**config.mk**
```make
export PLATFORM = sky130hd
export DESIGN_NAME = id_top_flat
export DESIGN_NICKNAME = d
export VERILOG_FILES = /design/src/rtl/id_if.sv /design/src/rtl/id_top.sv /design/src/flat_wrapper.sv
export SDC_FILE = /design/constraint.sdc
export NUM_CORES = 2
export LEC_CHECK = 0
export BUFFER_PORTS_ARGS = -buffer_cell sky130_fd_sc_hd__buf_2
export CAP_MARGIN = 20
export CORE_ASPECT_RATIO = 0.75
export CORE_MARGIN = 3
export CORE_UTILIZATION = 51
export DETAILED_ROUTE_END_ITERATION = 16
export GPL_TIMING_DRIVEN = 1
export PLACE_DENSITY = 0.79
export REMOVE_ABC_BUFFERS = 1
export SLEW_MARGIN = 0
export SYNTH_ARGS = -nofsm -noshare
export SYNTH_HDL_FRONTEND = slang
export SYNTH_SLANG_ARGS = --single-unit
```
**constraint.sdc**
```tcl
create_clock -name clk -period 2.5 [get_ports clk]
set_input_delay 0.5 -clock clk [delete_from_list [all_inputs] [get_ports clk]]
set_output_delay 0.5 -clock clk [all_outputs]
set_load 0.02 [all_outputs]
```
**src/rtl/id_if.sv**
```systemverilog
// ID-stage bus: IF/ID inputs, writeback port, IF control back-pressure and
// the ID/EX pipeline register outputs. The slave side is the decode stage.
interface id_if;
  logic [31:0] if_id_pc_plus4;
  logic [31:0] if_id_instr;
  logic        flush;
  logic        wb_reg_write;
  logic [4:0]  wb_rd;
  logic [31:0] wb_data;
  logic        pc_write;
  logic        if_id_write;
  logic [31:0] id_ex_pc_plus4, id_ex_rs1_data, id_ex_rs2_data, id_ex_imm;
  logic [4:0]  id_ex_rs1, id_ex_rs2, id_ex_rd;
  logic [2:0]  id_ex_funct3;
  logic        id_ex_funct7b5;
  logic        id_ex_reg_write, id_ex_mem_read, id_ex_mem_write;
  logic        id_ex_mem_to_reg, id_ex_alu_src, id_ex_branch;
  logic [1:0]  id_ex_alu_op;

  modport master (
    output if_id_pc_plus4, if_id_instr, flush, wb_reg_write, wb_rd, wb_data,
    input  pc_write, if_id_write,
    input  id_ex_pc_plus4, id_ex_rs1_data, id_ex_rs2_data, id_ex_imm,
    input  id_ex_rs1, id_ex_rs2, id_ex_rd, id_ex_funct3, id_ex_funct7b5,
    input  id_ex_reg_write, id_ex_mem_read, id_ex_mem_write,
    input  id_ex_mem_to_reg, id_ex_alu_src, id_ex_branch, id_ex_alu_op
  );
  modport slave (
    input  if_id_pc_plus4, if_id_instr, flush, wb_reg_write, wb_rd, wb_data,
    output pc_write, if_id_write,
    output id_ex_pc_plus4, id_ex_rs1_data, id_ex_rs2_data, id_ex_imm,
    output id_ex_rs1, id_ex_rs2, id_ex_rd, id_ex_funct3, id_ex_funct7b5,
    output id_ex_reg_write, id_ex_mem_read, id_ex_mem_write,
    output id_ex_mem_to_reg, id_ex_alu_src, id_ex_branch, id_ex_alu_op
  );
endinterface

```
**src/rtl/id_top.sv**
```systemverilog
// RV32 instruction-decode stage: regfile read, immediate/control decode,
// load-use stall detection and the ID/EX pipeline register.
// Optional macro ID_REGFILE_BYPASS_EN: same-cycle writeback is visible to
// the regfile read (write-through); otherwise the old value is read.
module id_top (
  input  logic clk,
  input  logic reset,
  id_if.slave  bus
);
  localparam logic [6:0] OP_R  = 7'b0110011;
  localparam logic [6:0] OP_I  = 7'b0010011;
  localparam logic [6:0] OP_LD = 7'b0000011;
  localparam logic [6:0] OP_ST = 7'b0100011;
  localparam logic [6:0] OP_BR = 7'b1100011;

  typedef struct packed {
    logic [31:0] pc4, rs1d, rs2d, imm;
    logic [4:0]  rs1, rs2, rd;
    logic [2:0]  f3;
    logic        f7b5;
    logic        reg_write, mem_read, mem_write, mem_to_reg, alu_src, branch;
    logic [1:0]  alu_op;
  } idex_t;

  logic [31:0] r_rf [1:31];
  idex_t       r_idex;
  idex_t       w_idex;
  logic [31:0] w_ins;
  logic [6:0]  w_op;
  logic [4:0]  w_rs1, w_rs2;
  logic        w_uses_rs2, w_stall;

  assign w_ins = bus.if_id_instr;
  assign w_op  = w_ins[6:0];
  assign w_rs1 = w_ins[19:15];
  assign w_rs2 = w_ins[24:20];

  // Regfile write; x0 is not stored at all
  always_ff @(posedge clk or negedge reset) begin
    if (!reset) begin
      for (int i = 1; i < 32; i++) r_rf[i] <= '0;
    end else if (bus.wb_reg_write && bus.wb_rd != 5'd0) begin
      r_rf[bus.wb_rd] <= bus.wb_data;
    end
  end

  // Decode, immediate generation and regfile read for the ID/EX payload
  always_comb begin
    w_idex      = '0;
    w_idex.pc4  = bus.if_id_pc_plus4;
    w_idex.rs1  = w_rs1;
    w_idex.rs2  = w_rs2;
    w_idex.rd   = w_ins[11:7];
    w_idex.f3   = w_ins[14:12];
    w_idex.f7b5 = w_ins[30];
    if (w_rs1 != 5'd0) w_idex.rs1d = r_rf[w_rs1];
    if (w_rs2 != 5'd0) w_idex.rs2d = r_rf[w_rs2];
`ifdef ID_REGFILE_BYPASS_EN
    if (bus.wb_reg_write && bus.wb_rd != 5'd0 && bus.wb_rd == w_rs1) w_idex.rs1d = bus.wb_data;
    if (bus.wb_reg_write && bus.wb_rd != 5'd0 && bus.wb_rd == w_rs2) w_idex.rs2d = bus.wb_data;
`endif
    case (w_op)
      OP_R: begin
        w_idex.reg_write = 1'b1;
        w_idex.alu_op    = 2'b10;
      end
      OP_I: begin
        w_idex.reg_write = 1'b1;
        w_idex.alu_src   = 1'b1;
        w_idex.alu_op    = 2'b11;
        w_idex.imm       = {{20{w_ins[31]}}, w_ins[31:20]};
      end
      OP_LD: begin
        w_idex.reg_write  = 1'b1;
        w_idex.mem_read   = 1'b1;
        w_idex.mem_to_reg = 1'b1;
        w_idex.alu_src    = 1'b1;
        w_idex.imm        = {{20{w_ins[31]}}, w_ins[31:20]};
      end
      OP_ST: begin
        w_idex.mem_write = 1'b1;
        w_idex.alu_src   = 1'b1;
        w_idex.imm       = {{20{w_ins[31]}}, w_ins[31:25], w_ins[11:7]};
      end
      OP_BR: begin
        w_idex.branch = 1'b1;
        w_idex.alu_op = 2'b01;
        w_idex.imm    = {{19{w_ins[31]}}, w_ins[31], w_ins[7], w_ins[30:25], w_ins[11:8], 1'b0};
      end
      default: ;
    endcase
  end

  // rs2 only matters for formats that actually read it
  assign w_uses_rs2 = (w_op == OP_R) || (w_op == OP_ST) || (w_op == OP_BR);
  assign w_stall    = r_idex.mem_read && (r_idex.rd != 5'd0) &&
                      ((r_idex.rd == w_rs1) || ((r_idex.rd == w_rs2) && w_uses_rs2));

  assign bus.pc_write    = !w_stall;
  assign bus.if_id_write = !w_stall;

  // ID/EX register: bubble on flush or stall, else take the decoded payload
  always_ff @(posedge clk or negedge reset) begin
    if (!reset)                    r_idex <= '0;
    else if (bus.flush || w_stall) r_idex <= '0;
    else                           r_idex <= w_idex;
  end

  assign bus.id_ex_pc_plus4   = r_idex.pc4;
  assign bus.id_ex_rs1_data   = r_idex.rs1d;
  assign bus.id_ex_rs2_data   = r_idex.rs2d;
  assign bus.id_ex_imm        = r_idex.imm;
  assign bus.id_ex_rs1        = r_idex.rs1;
  assign bus.id_ex_rs2        = r_idex.rs2;
  assign bus.id_ex_rd         = r_idex.rd;
  assign bus.id_ex_funct3     = r_idex.f3;
  assign bus.id_ex_funct7b5   = r_idex.f7b5;
  assign bus.id_ex_reg_write  = r_idex.reg_write;
  assign bus.id_ex_mem_read   = r_idex.mem_read;
  assign bus.id_ex_mem_write  = r_idex.mem_write;
  assign bus.id_ex_mem_to_reg = r_idex.mem_to_reg;
  assign bus.id_ex_alu_src    = r_idex.alu_src;
  assign bus.id_ex_branch     = r_idex.branch;
  assign bus.id_ex_alu_op     = r_idex.alu_op;
endmodule

```
**src/flat_wrapper.sv**
```systemverilog
// flat-port wrapper written by rule: the top's interface ports become plain ports
module id_top_flat 
  (clk, reset, bus_if_id_pc_plus4, bus_if_id_instr, bus_flush, bus_wb_reg_write, bus_wb_rd, bus_wb_data, bus_pc_write, bus_if_id_write, bus_id_ex_pc_plus4, bus_id_ex_rs1_data, bus_id_ex_rs2_data, bus_id_ex_imm, bus_id_ex_rs1, bus_id_ex_rs2, bus_id_ex_rd, bus_id_ex_funct3, bus_id_ex_funct7b5, bus_id_ex_reg_write, bus_id_ex_mem_read, bus_id_ex_mem_write, bus_id_ex_mem_to_reg, bus_id_ex_alu_src, bus_id_ex_branch, bus_id_ex_alu_op);
  id_if bus_i ();
  input  logic clk;
  input  logic reset;
  input wire logic [$bits(bus_i.if_id_pc_plus4)-1:0] bus_if_id_pc_plus4;
  input wire logic [$bits(bus_i.if_id_instr)-1:0] bus_if_id_instr;
  input wire logic [$bits(bus_i.flush)-1:0] bus_flush;
  input wire logic [$bits(bus_i.wb_reg_write)-1:0] bus_wb_reg_write;
  input wire logic [$bits(bus_i.wb_rd)-1:0] bus_wb_rd;
  input wire logic [$bits(bus_i.wb_data)-1:0] bus_wb_data;
  output wire logic [$bits(bus_i.pc_write)-1:0] bus_pc_write;
  output wire logic [$bits(bus_i.if_id_write)-1:0] bus_if_id_write;
  output wire logic [$bits(bus_i.id_ex_pc_plus4)-1:0] bus_id_ex_pc_plus4;
  output wire logic [$bits(bus_i.id_ex_rs1_data)-1:0] bus_id_ex_rs1_data;
  output wire logic [$bits(bus_i.id_ex_rs2_data)-1:0] bus_id_ex_rs2_data;
  output wire logic [$bits(bus_i.id_ex_imm)-1:0] bus_id_ex_imm;
  output wire logic [$bits(bus_i.id_ex_rs1)-1:0] bus_id_ex_rs1;
  output wire logic [$bits(bus_i.id_ex_rs2)-1:0] bus_id_ex_rs2;
  output wire logic [$bits(bus_i.id_ex_rd)-1:0] bus_id_ex_rd;
  output wire logic [$bits(bus_i.id_ex_funct3)-1:0] bus_id_ex_funct3;
  output wire logic [$bits(bus_i.id_ex_funct7b5)-1:0] bus_id_ex_funct7b5;
  output wire logic [$bits(bus_i.id_ex_reg_write)-1:0] bus_id_ex_reg_write;
  output wire logic [$bits(bus_i.id_ex_mem_read)-1:0] bus_id_ex_mem_read;
  output wire logic [$bits(bus_i.id_ex_mem_write)-1:0] bus_id_ex_mem_write;
  output wire logic [$bits(bus_i.id_ex_mem_to_reg)-1:0] bus_id_ex_mem_to_reg;
  output wire logic [$bits(bus_i.id_ex_alu_src)-1:0] bus_id_ex_alu_src;
  output wire logic [$bits(bus_i.id_ex_branch)-1:0] bus_id_ex_branch;
  output wire logic [$bits(bus_i.id_ex_alu_op)-1:0] bus_id_ex_alu_op;
  assign bus_i.if_id_pc_plus4 = bus_if_id_pc_plus4;
  assign bus_i.if_id_instr = bus_if_id_instr;
  assign bus_i.flush = bus_flush;
  assign bus_i.wb_reg_write = bus_wb_reg_write;
  assign bus_i.wb_rd = bus_wb_rd;
  assign bus_i.wb_data = bus_wb_data;
  assign bus_pc_write = bus_i.pc_write;
  assign bus_if_id_write = bus_i.if_id_write;
  assign bus_id_ex_pc_plus4 = bus_i.id_ex_pc_plus4;
  assign bus_id_ex_rs1_data = bus_i.id_ex_rs1_data;
  assign bus_id_ex_rs2_data = bus_i.id_ex_rs2_data;
  assign bus_id_ex_imm = bus_i.id_ex_imm;
  assign bus_id_ex_rs1 = bus_i.id_ex_rs1;
  assign bus_id_ex_rs2 = bus_i.id_ex_rs2;
  assign bus_id_ex_rd = bus_i.id_ex_rd;
  assign bus_id_ex_funct3 = bus_i.id_ex_funct3;
  assign bus_id_ex_funct7b5 = bus_i.id_ex_funct7b5;
  assign bus_id_ex_reg_write = bus_i.id_ex_reg_write;
  assign bus_id_ex_mem_read = bus_i.id_ex_mem_read;
  assign bus_id_ex_mem_write = bus_i.id_ex_mem_write;
  assign bus_id_ex_mem_to_reg = bus_i.id_ex_mem_to_reg;
  assign bus_id_ex_alu_src = bus_i.id_ex_alu_src;
  assign bus_id_ex_branch = bus_i.id_ex_branch;
  assign bus_id_ex_alu_op = bus_i.id_ex_alu_op;
  id_top u_core (.clk(clk), .reset(reset), .bus(bus_i));
endmodule
```
==> metrics <==
Max clock buf depth=3; Fillers=approximately 8200; Global Route Usage Sum=29.5%; starting density of the core=51.7%; critical path launch point type=flip-flop; wire per inst=30.1 um; Layout area overhead=16.4%; layout cells sized above 1=between 50% and 60%; min Tclk post-route=a little under 3000 ps; Die X-Extent=395 um; largest net degree at the start of global routing=113; Yosys warning total=0; Worst Hold Class=input pin to flip-flop; Post-synth top cells=dfrtp_1, mux2_2, mux4_2; Synth area leaders=dfrtp_1, mux2_2, mux4_2, mux2i_1, clkbuf_1; most frequent cell after synthesis=dfrtp_1; Clock power frac=32.8%; sequential cell area fraction in the yosys report=around half; ys flop type=dfrtp_1; Worst Max-Slew Pin Slew=809 ps; 1st-pass router iterations=7; asr flop ratio synth=100%; Port Buffers=between 200 and 300; H-tree levels=3; vias in the first global route=39700; DP HPWL=106 mm; fin crit share=115%; Syn Inst Count=just under 4000; die height=298 um; switching pwr=~14000 uW; CP Data Required Time=~2000 ps; Final ANT Viol Nets=0; final RePlAce weighted congestion=about 0.85; Synth Register Bits=1127; io pins=around 260; Synth top area share=48.7%; status=finished, violations left; Max Slew Vio Count=0; Synth cell types=45; power density cells=768 nW/um^2; hold slack=between 50 and 60 ps; DR iter-0 viols=4007; TritonCTS clock tree=built; P_leak=0.0299 uW; failing checks=negative setup slack; final worst slack=-380 ps; sequential power share=between 40% and 50%; peak supply drop=0.712 mV; mapped cell area=around 58000 um^2; max_slew headroom=46.0%; Setup TNS=-840 ps; Setup crit end kind=output pin; crit path max fanout=3; top cell type by total area after synthesis=dfrtp_1; Max Fclk=347 MHz; clk sinks=1127; Pint=37600 uW; unrepaired setup endpoints after global routing=yes; Num CTS Buffers=108; Rows=roughly 110; Data arrival, critical path=2380 ps; Finished Core Util=60.2%; DRC viols=0; clk root buf=clkbuf_16; Die Footprint=118000 um^2; clk_lat worst skew=740 ps; Total Routed Length=roughly 170 mm; first-pass GRT wire length=262 mm; initial antenna violation count=11; Nets=about 4300; Core ar.=112000 um^2; Post-synth EDFFs=0; GRT overflow=0; switch share=~27%; routed vias=38200; Avg Inst Size Synth=14.9 um^2; Power, Total=approximately 52000 uW; Combinational Power Share=20.7%; Setup-failing EPs final=8; clock slew at reported path FFs=60 ps; Clock Skew=28.6 ps; vias per cell=6.63; critical path type=flip-flop to output pin; final hold viol count=0; max-cap viol count=0
==> logic make-up after synthesis <==
family / after synthesis / synth area share [%]
multiplexers: 1674 / 41.3
buffers and inverters: 424 / 3.33
XOR/XNOR: 9 / 0.136
AO/OA/AOI/OAI: 306 / 3.41
flip-flops: 1127 / 48.7
AND/OR/NAND/NOR: 341 / 3.16
==> cell usage in the layout, fill, tap and decap left out, types with 41 or more instances in the layout <==
| master | synthesis | routed |
|---|---|---|
| a211o_1 | 41 | 41 |
| a21oi_1 | 115 | 115 |
| a22oi_1 | 60 | 60 |
| and2_1 | 58 | 58 |
| buf_12 | 0 | 125 |
| buf_2 | 133 | 248 |
| buf_4 | 32 | 172 |
| clkbuf_16 | 0 | 109 |
| dfrtp_1 | 1127 | 1125 |
| dlygate4sd3_1 | 0 | 44 |
| mux2_2 | 1101 | 1101 |
| mux2i_1 | 110 | 110 |
| mux4_2 | 463 | 463 |
| nand2_1 | 77 | 62 |
| nor2_1 | 102 | 85 |
| o21ai_0 | 44 | 44 |
==> power groups by stage <==
| stage | logic, uW | registers (uW) | clock network, uW |
|---|---|---|---|
| floorplan | 7120 | 23500 | 0 |
| global placement | 10200 | 24000 | 0 |
| detailed placement | 10500 | 24200 | 0 |
| CTS | 10700 | 24000 | 17100 |
| global route | 11400 | 24500 | 17900 |
| finish | 10700 | 24100 | 17000 |
==> worst max-delay path, stage by stage, from the launching register on <==
cell and delay, ps:
dfrtp_2 460, xor2_2 170, or3_4 400, nor4_4 160, o221a_4 270, inv_4 50
buf_6 120
==> final timing paths <==
kind	start	slack, ps	to	cells after the start
worst max-delay path	u_core.bus.id_ex_rd[1]	-380	bus_pc_write	6
worst min register to register	u_core.r_rf[795]	520	u_core.r_rf[795]	1
worst max register to register	u_core.bus.id_ex_rd[1]	-30	u_core.bus.id_ex_rs2_data[29]	10
worst min-delay path	bus_if_id_instr[10]	60	u_core.bus.id_ex_imm[3]	3
max in group asynchronous	reset	1270	u_core.r_rf[352]	4
min in group asynchronous	reset	290	u_core.r_rf[56]	2
==> metrics by stage <==
stage	cells	worst slack (ps)	area (um^2)
4_1_cts	5768	-506	67400
2_1_floorplan	3458	-670	56000
6_report	5772	-380	67400
3_3_place_gp	5521	-190	63200
3_5_place_dp	5521	-204	63200
5_1_grt	5771	-434	67400
==> layer usage <==
layer  track usage [%]  part of all wire, %  vias up
li1                  -                    -    15300
met1              40.9                   40    20500
met2              45.6                   47     2019
met3              7.72                  9.7      414
met4              10.3                  3.5        8
met5                 0                0.032        -
==> state kept, by name (all words and copies together) (netlist names), 2 cells and up <==
register / cells
u_core.bus.id_ex_rs1_data: 32
u_core.bus.id_ex_rs2: 5
u_core.bus.id_ex_alu_op: 2
u_core.bus.id_ex_rd: 5
u_core.bus.id_ex_imm: 13
u_core.r_rf: 992
u_core.bus.id_ex_rs2_data: 32
u_core.bus.id_ex_rs1: 5
u_core.bus.id_ex_funct3: 3
u_core.bus.id_ex_pc_plus4: 32
==> final cells by class <==
| type | count | area, um^2 | share of cell area, % |
|---|---|---|---|
| Sequential cell | 1127 | 28200 | 41.8 |
| Multi-Input combinational cell | 2330 | 28100 | 41.6 |
| Tap cell | 1512 | 1890 | 2.81 |
| Clock buffer | 170 | 3290 | 4.87 |
| Inverter | 1 | 6.26 | 0.00928 |
| Timing Repair Buffer | 598 | 5600 | 8.31 |
| Antenna cell | 4 | 10.0 | 0.0148 |
| Clock inverter | 30 | 367 | 0.544 |
==> repair_timing <==
action                                 CTS  global route
endpoints found under the hold margin   69             0
hold buffers                            44             0
buffers inserted                         4             0
cloned                                   0             0
setup endpoints to repair                6             5
pin swaps                                3             4
gates resized for setup                 11             9
(Power assumes the default switching activity.)
